$ cat src/rtl/pmem_arbiter_pkg.sv
// Shared LC-3b types for the physical-memory arbiter: line type, arbiter states
// and the latched request record.
package lc3b_types;

  typedef logic [15:0]  lc3b_word;
  typedef logic [127:0] lc3b_line;

  typedef enum logic [1:0] {
    IDLE    = 2'd0,
    SERVE_I = 2'd1,
    SERVE_D = 2'd2
  } pmem_arb_state_t;

  typedef struct packed {
    logic     write;
    lc3b_word address;
    lc3b_line wdata;
  } pmem_req_t;

endpackage

$ cat src/rtl/pmem_arbiter_watchdog.sv
// Per-transaction watchdog: saturating wait counter and a sticky expiry flag that
// only reset clears.
module arb_watchdog #(
  parameter int unsigned TIMEOUT_CYCLES = 255
) (
  input  logic clk,
  input  logic rst,
  input  logic active,
  input  logic done,
  output logic expired
);

  localparam int unsigned CW = (TIMEOUT_CYCLES < 1) ? 1 : $clog2(TIMEOUT_CYCLES + 1);
  localparam logic [CW-1:0] LIMIT = CW'(TIMEOUT_CYCLES);
  localparam logic [CW-1:0] ONE   = CW'(1);

  logic [CW-1:0] count;

  // Counter is held at zero outside SERVE, so every transaction starts from zero.
  always_ff @(posedge clk or posedge rst) begin
    if (rst) begin
      count   <= '0;
      expired <= 1'b0;
    end else if (!active) begin
      count <= '0;
    end else if (!done && (count != LIMIT)) begin
      count <= count + ONE;
      if (count == (LIMIT - ONE)) begin
        expired <= 1'b1;
      end
    end
  end

endmodule

$ cat src/rtl/pmem_arbiter.sv
// Arbitrates the single pmem line port between I-cache and D-cache misses; latches
// one request at grant and returns the completion pulse to its owner only.
module pmem_arbiter
  import lc3b_types::*;
#(
  parameter bit          ROUND_ROBIN    = 1'b1,
  parameter int unsigned TIMEOUT_CYCLES = 255
) (
  input  logic         clk,
  input  logic         rst,
  input  logic         icache_read,
  input  lc3b_word     icache_address,
  output lc3b_line     icache_rdata,
  output logic         icache_resp,
  input  logic         dcache_read,
  input  logic         dcache_write,
  input  lc3b_word     dcache_address,
  input  lc3b_line     dcache_wdata,
  output lc3b_line     dcache_rdata,
  output logic         dcache_resp,
  output logic         pmem_read,
  output logic         pmem_write,
  output lc3b_word     pmem_address,
  output lc3b_line     pmem_wdata,
  input  lc3b_line     pmem_rdata,
  input  logic         pmem_resp,
  output logic         arb_timeout,
  output logic [1:0]   arb_state
);

  localparam logic [1:0] ST_IDLE    = IDLE;
  localparam logic [1:0] ST_SERVE_I = SERVE_I;
  localparam logic [1:0] ST_SERVE_D = SERVE_D;

  // Handshake: a cache raises read/write and holds it; the arbiter answers with a
  // one-cycle x_resp in the cycle pmem_resp arrives. pmem sees read/write held from
  // the cycle after grant until pmem_resp; pmem_resp outside SERVE is ignored.

  logic [1:0] state;
  logic [1:0] state_next;
  logic       last_grant_d;
  pmem_req_t  req_q;
  pmem_req_t  req_next;
  logic       i_req;
  logic       d_req;
  logic       grant_d;
  logic       grant_i;
  logic       serving;

  assign i_req   = icache_read;
  assign d_req   = dcache_read | dcache_write;
  // On a tie D wins unless round-robin says D was served last.
  assign grant_d = d_req && (!i_req || !ROUND_ROBIN || !last_grant_d);
  assign grant_i = i_req && !grant_d;
  assign serving = (state == ST_SERVE_I) || (state == ST_SERVE_D);

  always_comb begin
    state_next = state;
    req_next   = req_q;
    case (state)
      ST_IDLE: begin
        if (grant_d) begin
          state_next = ST_SERVE_D;
          req_next   = '{write: dcache_write, address: dcache_address, wdata: dcache_wdata};
        end else if (grant_i) begin
          state_next = ST_SERVE_I;
          req_next   = '{write: 1'b0, address: icache_address, wdata: '0};
        end
      end
      ST_SERVE_I, ST_SERVE_D: begin
        if (pmem_resp) begin
          state_next = ST_IDLE;
        end
      end
      default: state_next = ST_IDLE;
    endcase
  end

  always_ff @(posedge clk or posedge rst) begin
    if (rst) begin
      state        <= ST_IDLE;
      last_grant_d <= 1'b0;
      req_q        <= '0;
    end else begin
      state <= state_next;
      req_q <= req_next;
      if (serving && pmem_resp) begin
        last_grant_d <= (state == ST_SERVE_D);
      end
    end
  end

  assign pmem_read    = serving && !req_q.write;
  assign pmem_write   = serving && req_q.write;
  assign pmem_address = req_q.address;
  assign pmem_wdata   = req_q.wdata;
  assign icache_resp  = (state == ST_SERVE_I) && pmem_resp;
  assign dcache_resp  = (state == ST_SERVE_D) && pmem_resp;
  assign icache_rdata = pmem_rdata;
  assign dcache_rdata = pmem_rdata;
  assign arb_state    = state;

  arb_watchdog #(
    .TIMEOUT_CYCLES(TIMEOUT_CYCLES)
  ) u_watchdog (
    .clk    (clk),
    .rst    (rst),
    .active (serving),
    .done   (pmem_resp),
    .expired(arb_timeout)
  );

endmodule
$ cat config.mk
export PLATFORM = sky130hd
export DESIGN_NAME = pmem_arbiter
export DESIGN_NICKNAME = d
export VERILOG_FILES = /design/src/rtl/pmem_arbiter_pkg.sv /design/src/rtl/pmem_arbiter_watchdog.sv /design/src/rtl/pmem_arbiter.sv
export SDC_FILE = /design/constraint.sdc
export NUM_CORES = 1
export LEC_CHECK = 0
export CAP_MARGIN = 10
export CORE_AREA = 8 8 269 271
export DETAILED_ROUTE_END_ITERATION = 8
export DIE_AREA = 0 0 277 279
export GPL_ROUTABILITY_DRIVEN = 0
export SLEW_MARGIN = 15
export SYNTH_ARGS = -nofsm -noshare
export SYNTH_HDL_FRONTEND = slang
export SYNTH_SLANG_ARGS = --single-unit
$ cat constraint.sdc
create_clock -name clk -period 11.9 [get_ports clk]
set_input_delay 2.38 -clock clk [delete_from_list [all_inputs] [get_ports clk]]
set_output_delay 2.38 -clock clk [all_outputs]
set_load 0.02 [all_outputs]
**Word level (Yosys, flattened, before mapping)**

Cells that the tools add are included.
Widths: inputs -> output; s select.

- Flip-flop bits (word level): 157
- Latch bits: 0
- Bits in writable memories: 0
- Memory bits (read-only): 0
- Input port bits: 294
- Output and inout bits: 407
- Word-level logic and storage cells: 45
- Memories kept: 0

- Add/subtract/negate cells: 1
- Multiply operators: 0
- Divide/modulo/power cells: 0
- Order comparisons: 0
- Equality and inequality tests: 7
- Shift operators: 0
- Muxes and demuxes: 8
- Bitwise gates (word level): 1
- Reductions and logical operators: 21

Operators with widths:

| kind | number |
|---|---|
| $mux 145 | 2 |
| $mux 8 | 2 |
| $add 8x1->8 const B | 1 |
| $eq 8x8->1 const B | 1 |
| $logic_and 1x1->1 | 8 |
| $ne 8x8->1 const B | 1 |
| $mux 2 | 3 |
| $logic_not 1->1 | 5 |
| $pmux 2 s2 | 1 |
| $reduce_and 2->1 | 2 |
| $ne 3x3->1 const B | 1 |
| $reduce_and 3->1 | 1 |
| $eq 2x1->1 const B | 1 |
| $eq 2x2->1 const B | 1 |
| $logic_not 2->1 | 1 |
| $logic_or 1x1->1 | 2 |
| $ne 2x1->1 const B | 1 |
| $ne 2x2->1 const B | 1 |
| $reduce_bool 2->1 | 1 |
| $reduce_or 2->1 | 1 |
| $or 1x1->1 | 1 |

**Longest topological paths before layout**

- Depth in word-level cells: 8
- Depth in mapped cells: 8
- Gate-level depth less buffers: 6

**Cells and area by module**

From an unflattened synthesis, not the netlist that was laid out.

- Cell total of the unflattened synthesis: 832
- Area total of the unflattened synthesis: 9012.4 µm²

Modules (own cells, without submodules):

| module | times used | cells an instance | area each (µm²) | sequential area each (µm²) |
|---|---|---|---|---|
| pmem_arbiter | 1 | 780 | 8484.4 | 3703.6 |
| arb_watchdog | 1 | 52 | 528.0 | 225.2 |

**Worst setup path before layout**

OpenSTA, ideal clock, no wires.

- Kind: input -> output
- From: in pmem_resp
- To: out icache_resp
- Data arrival time: 2.596 ns
- Data required time: 9.520 ns
- Path slack: 6.924 ns
- Stages on the path: 1
- Buffers on the path: 0
- Cell sequence: and2_1

- Cells in the longest elaborated chain, start to end: 1

Ends and longest elaborated chain:

| element | RTL line | source |
|---|---|---|
| start, declared | pmem_arbiter.sv:26 | `input logic pmem_resp,` |
| $logic_and 1x1->1 | pmem_arbiter.sv:97 | `assign icache_resp = (state == ST_SERVE_I) && pmem_resp;` |
| end, declared | pmem_arbiter.sv:14 | `output logic icache_resp,` |

No other way between the ends.

**Worst setup path in the final report**

- From: in pmem_resp
- To: out dcache_resp

- Cells in the longest elaborated chain, start to end: 1

Ends and longest elaborated chain:

| element | RTL line | source |
|---|---|---|
| $logic_and 1x1->1 | pmem_arbiter.sv:98 | `assign dcache_resp = (state == ST_SERVE_D) && pmem_resp;` |
| end, declared | pmem_arbiter.sv:20 | `output logic dcache_resp,` |

No other way between the ends.

==> qor.yml <==
placed_design:
  hpwl_um: 25360
  placed_cells: 1600
  port_buffers: 316
floorplan:
  core_um2: 67990
  io_pins: 701
  dieWidth_um: 277
  die_area_um2: 77280
  start_util_pct: 13.43
  die_height_um: 279
  rows: 96
routing:
  drt-pass1-iter-count: 4
  avgRoutedWirePerCell_um: 19.87
  drtIter0Drc: 226
  drc: 0
  drt_wl_total_um: 32490
  via_count: 5383
  drtAntennaViolNets: 0
  drt-vias-per-instance: 3.292
clock_network:
  postCtsSetupRepairBufs: 0
  postCtsResizedCells: 0
  clock_latency_ns: 0.47
  cts.path.max_buffers: 2
  cts.htree.levels: 4
  cts_buffers: 17
  cts_tree: "yes"
  numClockSinks: 157
  ctsHoldBuffers: 0
  cts_root_buf: "clkbuf_16"
  path_clk_slew_ns: 0.07
sta:
  drv_slew: 0
  rsz0062_at_grt: "false"
  fin_crit_sh_pct: 51.72
  min_period_ns: 6.154
  max_slew_margin_pct: 31.94
  max_freq_mhz: 162.5
  tns_ns: 0
  setup_viol: 0
  clock_skew_ns: 0.01208
  finalHoldViolCount: 0
  tightestPinTransition_ns: 1.021
power_and_ir_drop:
  pwr-share-clk_pct: 19.3
  switching_share_pct: 40.70
  p_leak_uw: 0.004344
  p_comb_share_pct: 50.2
  peakVddDrop_mv: 0.1104
  p_switching_uw: 1219
  seq_power_share_pct: 30.5
  p_per_area_nw_per_um2: 277.9
  p_int_uw: 1776
worst_setup_path:
  required_ns: 9.52
  crit_path_cell_trace: "clkdlybuf4s50_1 > and2_1 > clkdlybuf4s50_1"
  worst_path_dominant_cell_family: "buffers and inverters"
  crit_buf_inv: 2
  arrival_ns: 3.77
  crit_top_cell: "clkdlybuf4s50_1"
  timing.rr.end: "pmem_wdata[24]"
  rrSetupSlack_ns: 9.31
  end_kind: "primary output"
  worstPathMaxFanout: 7
  reg2regPathDepth: 6
  max_stage_delay_ns: 0.62
  reg2reg_from: "arb_state[0]"
  crit_type: "in -> out"
  cpMaxStageDelayCell: "clkdlybuf4s50_1"
  cp-start-kind: "input port"
logic_synthesis:
  synth-warning-count: 0
  synth_flop_cell: "dfrtp_1"
  syn_avg_cell_area_um2: 10.96
  syn_inst: 833
  ys_seq_area_share_pct: 43.04
  synth_enable_flop_cells: 0
  synthesis.nets: 1132
  synthArstFlopShare_pct: 100.0
  synth.ff_latch_count: 157
  ys_types: 37
  syn_area_um2: 9128
final_layout:
  final_cells: 1635
  area_growth_pct: 18.04
  layout-drive-gt1-share_pct: 6.258
  seq_area_um2: 3929
  nets: 1037
  multi_input_area_um2: 1879
  n_fill_cell: 7480
status:
  status: "complete, no violations"
min_path:
  min-delay-path-class: "reg -> reg"
  whs_endpoint: "u_watchdog.expired"
  holdPathStages: 1
  hp-start: "u_watchdog.expired"
global_route:
  track_usage_pct: 8.215
  grt_max_degree: 108
  grt_overflow_total: 0
  grt_pass1_vias: 5940
  grt_first_pass_wirelength_um: 45380
  antenna_found_initial: 5
job:
  maxCapViolations: 0
==> kinds of logic after synthesis <==
kind of cell	Yosys count	synth area share, %
buffers and inverters	443	36.57
AO/OA/AOI/OAI	157	14.43
flip-flops	157	43.04
adder cells (fa/ha/maj)	5	0.6854
AND/OR/NAND/NOR	49	2.879
XOR/XNOR	3	0.2879
multiplexers	19	2.097
==> final cells by class <==
type,instances,area share (%)
repair buffers,321,29.93
flip-flops and latches,157,36.46
diodes,2,0.04645
clock buffers,19,4.204
multi-input cells,233,17.44
inverters,8,0.3252
clock inverters,13,1.347
well taps,882,10.24
==> how the worst max path moves through the flow <==
stage / slack, ns / endpoint / from / cells past startpoint
final: 5.75 / dcache_resp / pmem_resp / 3
after detailed placement: 5.74 / icache_resp / pmem_resp / 3
after global routing: 5.69 / icache_resp / pmem_resp / 3
after CTS: 5.74 / icache_resp / pmem_resp / 3
after global placement: 5.73 / icache_resp / pmem_resp / 3
after floorplan: 5.29 / arb_state[0] / rst / 1
==> per-layer routing <==
metal | up-vias | track usage (%) | part of all wire [%]
met5 | - | 0.4372 | 0.19
met4 | 4 | 4.919 | 5.0
met3 | 106 | 5.526 | 13
met2 | 469 | 12.86 | 46
met1 | 2563 | 8.018 | 36
li1 | 2241 | - | -
==> layout by cell type (no fill, tap or decap), types with 2 or more instances in the layout <==
cell type	netlist	routed
a22o_1	130	130
and2_1	5	5
buf_4	405	3
clkbuf_16	0	17
clkbuf_8	0	2
clkdlybuf4s50_1	0	316
dfrtp_1	157	157
diode_2	0	2
ha_1	5	5
inv_1	8	7
inv_6	0	6
inv_8	0	3
mux2i_1	18	18
nand2_1	23	23
nand2b_1	3	2
nand4_1	2	2
nor2_1	6	6
nor2b_1	2	2
o21ai_1	17	16
xor2_1	2	2
==> sequential cells by signal (all words and copies together) (netlist names) <==
| name | cells |
|---|---|
| u_watchdog.expired | 1 |
| u_watchdog.count | 8 |
| pmem_wdata | 128 |
| pmem_address | 16 |
| last_grant_d | 1 |
| req_q | 1 |
| arb_state | 2 |
==> stage by stage <==
stage | area, um^2 | worst slack, ns | util, % | hold WS, ns | total power [uW]
2_1_floorplan | 9128 | 5.285 | - | 0.4566 | 2202
3_3_place_gp | 10140 | 5.733 | 14.91 | 0.4611 | 2411
3_5_place_dp | 10140 | 5.739 | 14.91 | 0.4577 | 2445
4_1_cts | 10740 | 5.744 | 15.79 | 0.4738 | 3060
5_1_grt | 10770 | 5.688 | 15.84 | 0.4941 | 3185
6_report | 10770 | 5.746 | 15.85 | 0.4640 | 2995
==> worst register-to-register path, stage by stage (launching register included) <==
cell	delay, ns
dfrtp_1	0.43
inv_1	0.09
ha_1	0.29
nand2b_4	0.49
buf_16	0.30
buf_4	0.64
a22o_1	0.29
==> cell usage after synthesis, types with 2 or more instances <==
cell type | instances | area [um^2]
nor2_1 | 6 | 22.52
nor2b_1 | 2 | 12.51
inv_1 | 8 | 30.03
dfrtp_1 | 157 | 3929
buf_4 | 405 | 3040
mux2i_1 | 18 | 180.2
a22o_1 | 130 | 1139
buf_6 | 19 | 214.0
nand2_1 | 23 | 86.33
xor2_1 | 2 | 17.52
o21ai_1 | 17 | 85.08
and2_1 | 5 | 31.28
nand4_1 | 2 | 12.51
buf_2 | 10 | 50.05
ha_1 | 5 | 62.56
nand2b_1 | 3 | 18.77
==> power groups by stage <==
| stage | registers, uW | clock network [uW] | logic [uW] |
|---|---|---|---|
| final | 915 | 578 | 1500 |
| after global routing | 943 | 631 | 1610 |
| after CTS | 917 | 616 | 1530 |
| after detailed placement | 924 | 0 | 1520 |
| after global placement | 919 | 0 | 1490 |
| after floorplan | 878 | 0 | 1320 |
No activity file was read; power rests on OpenSTA's default activity.
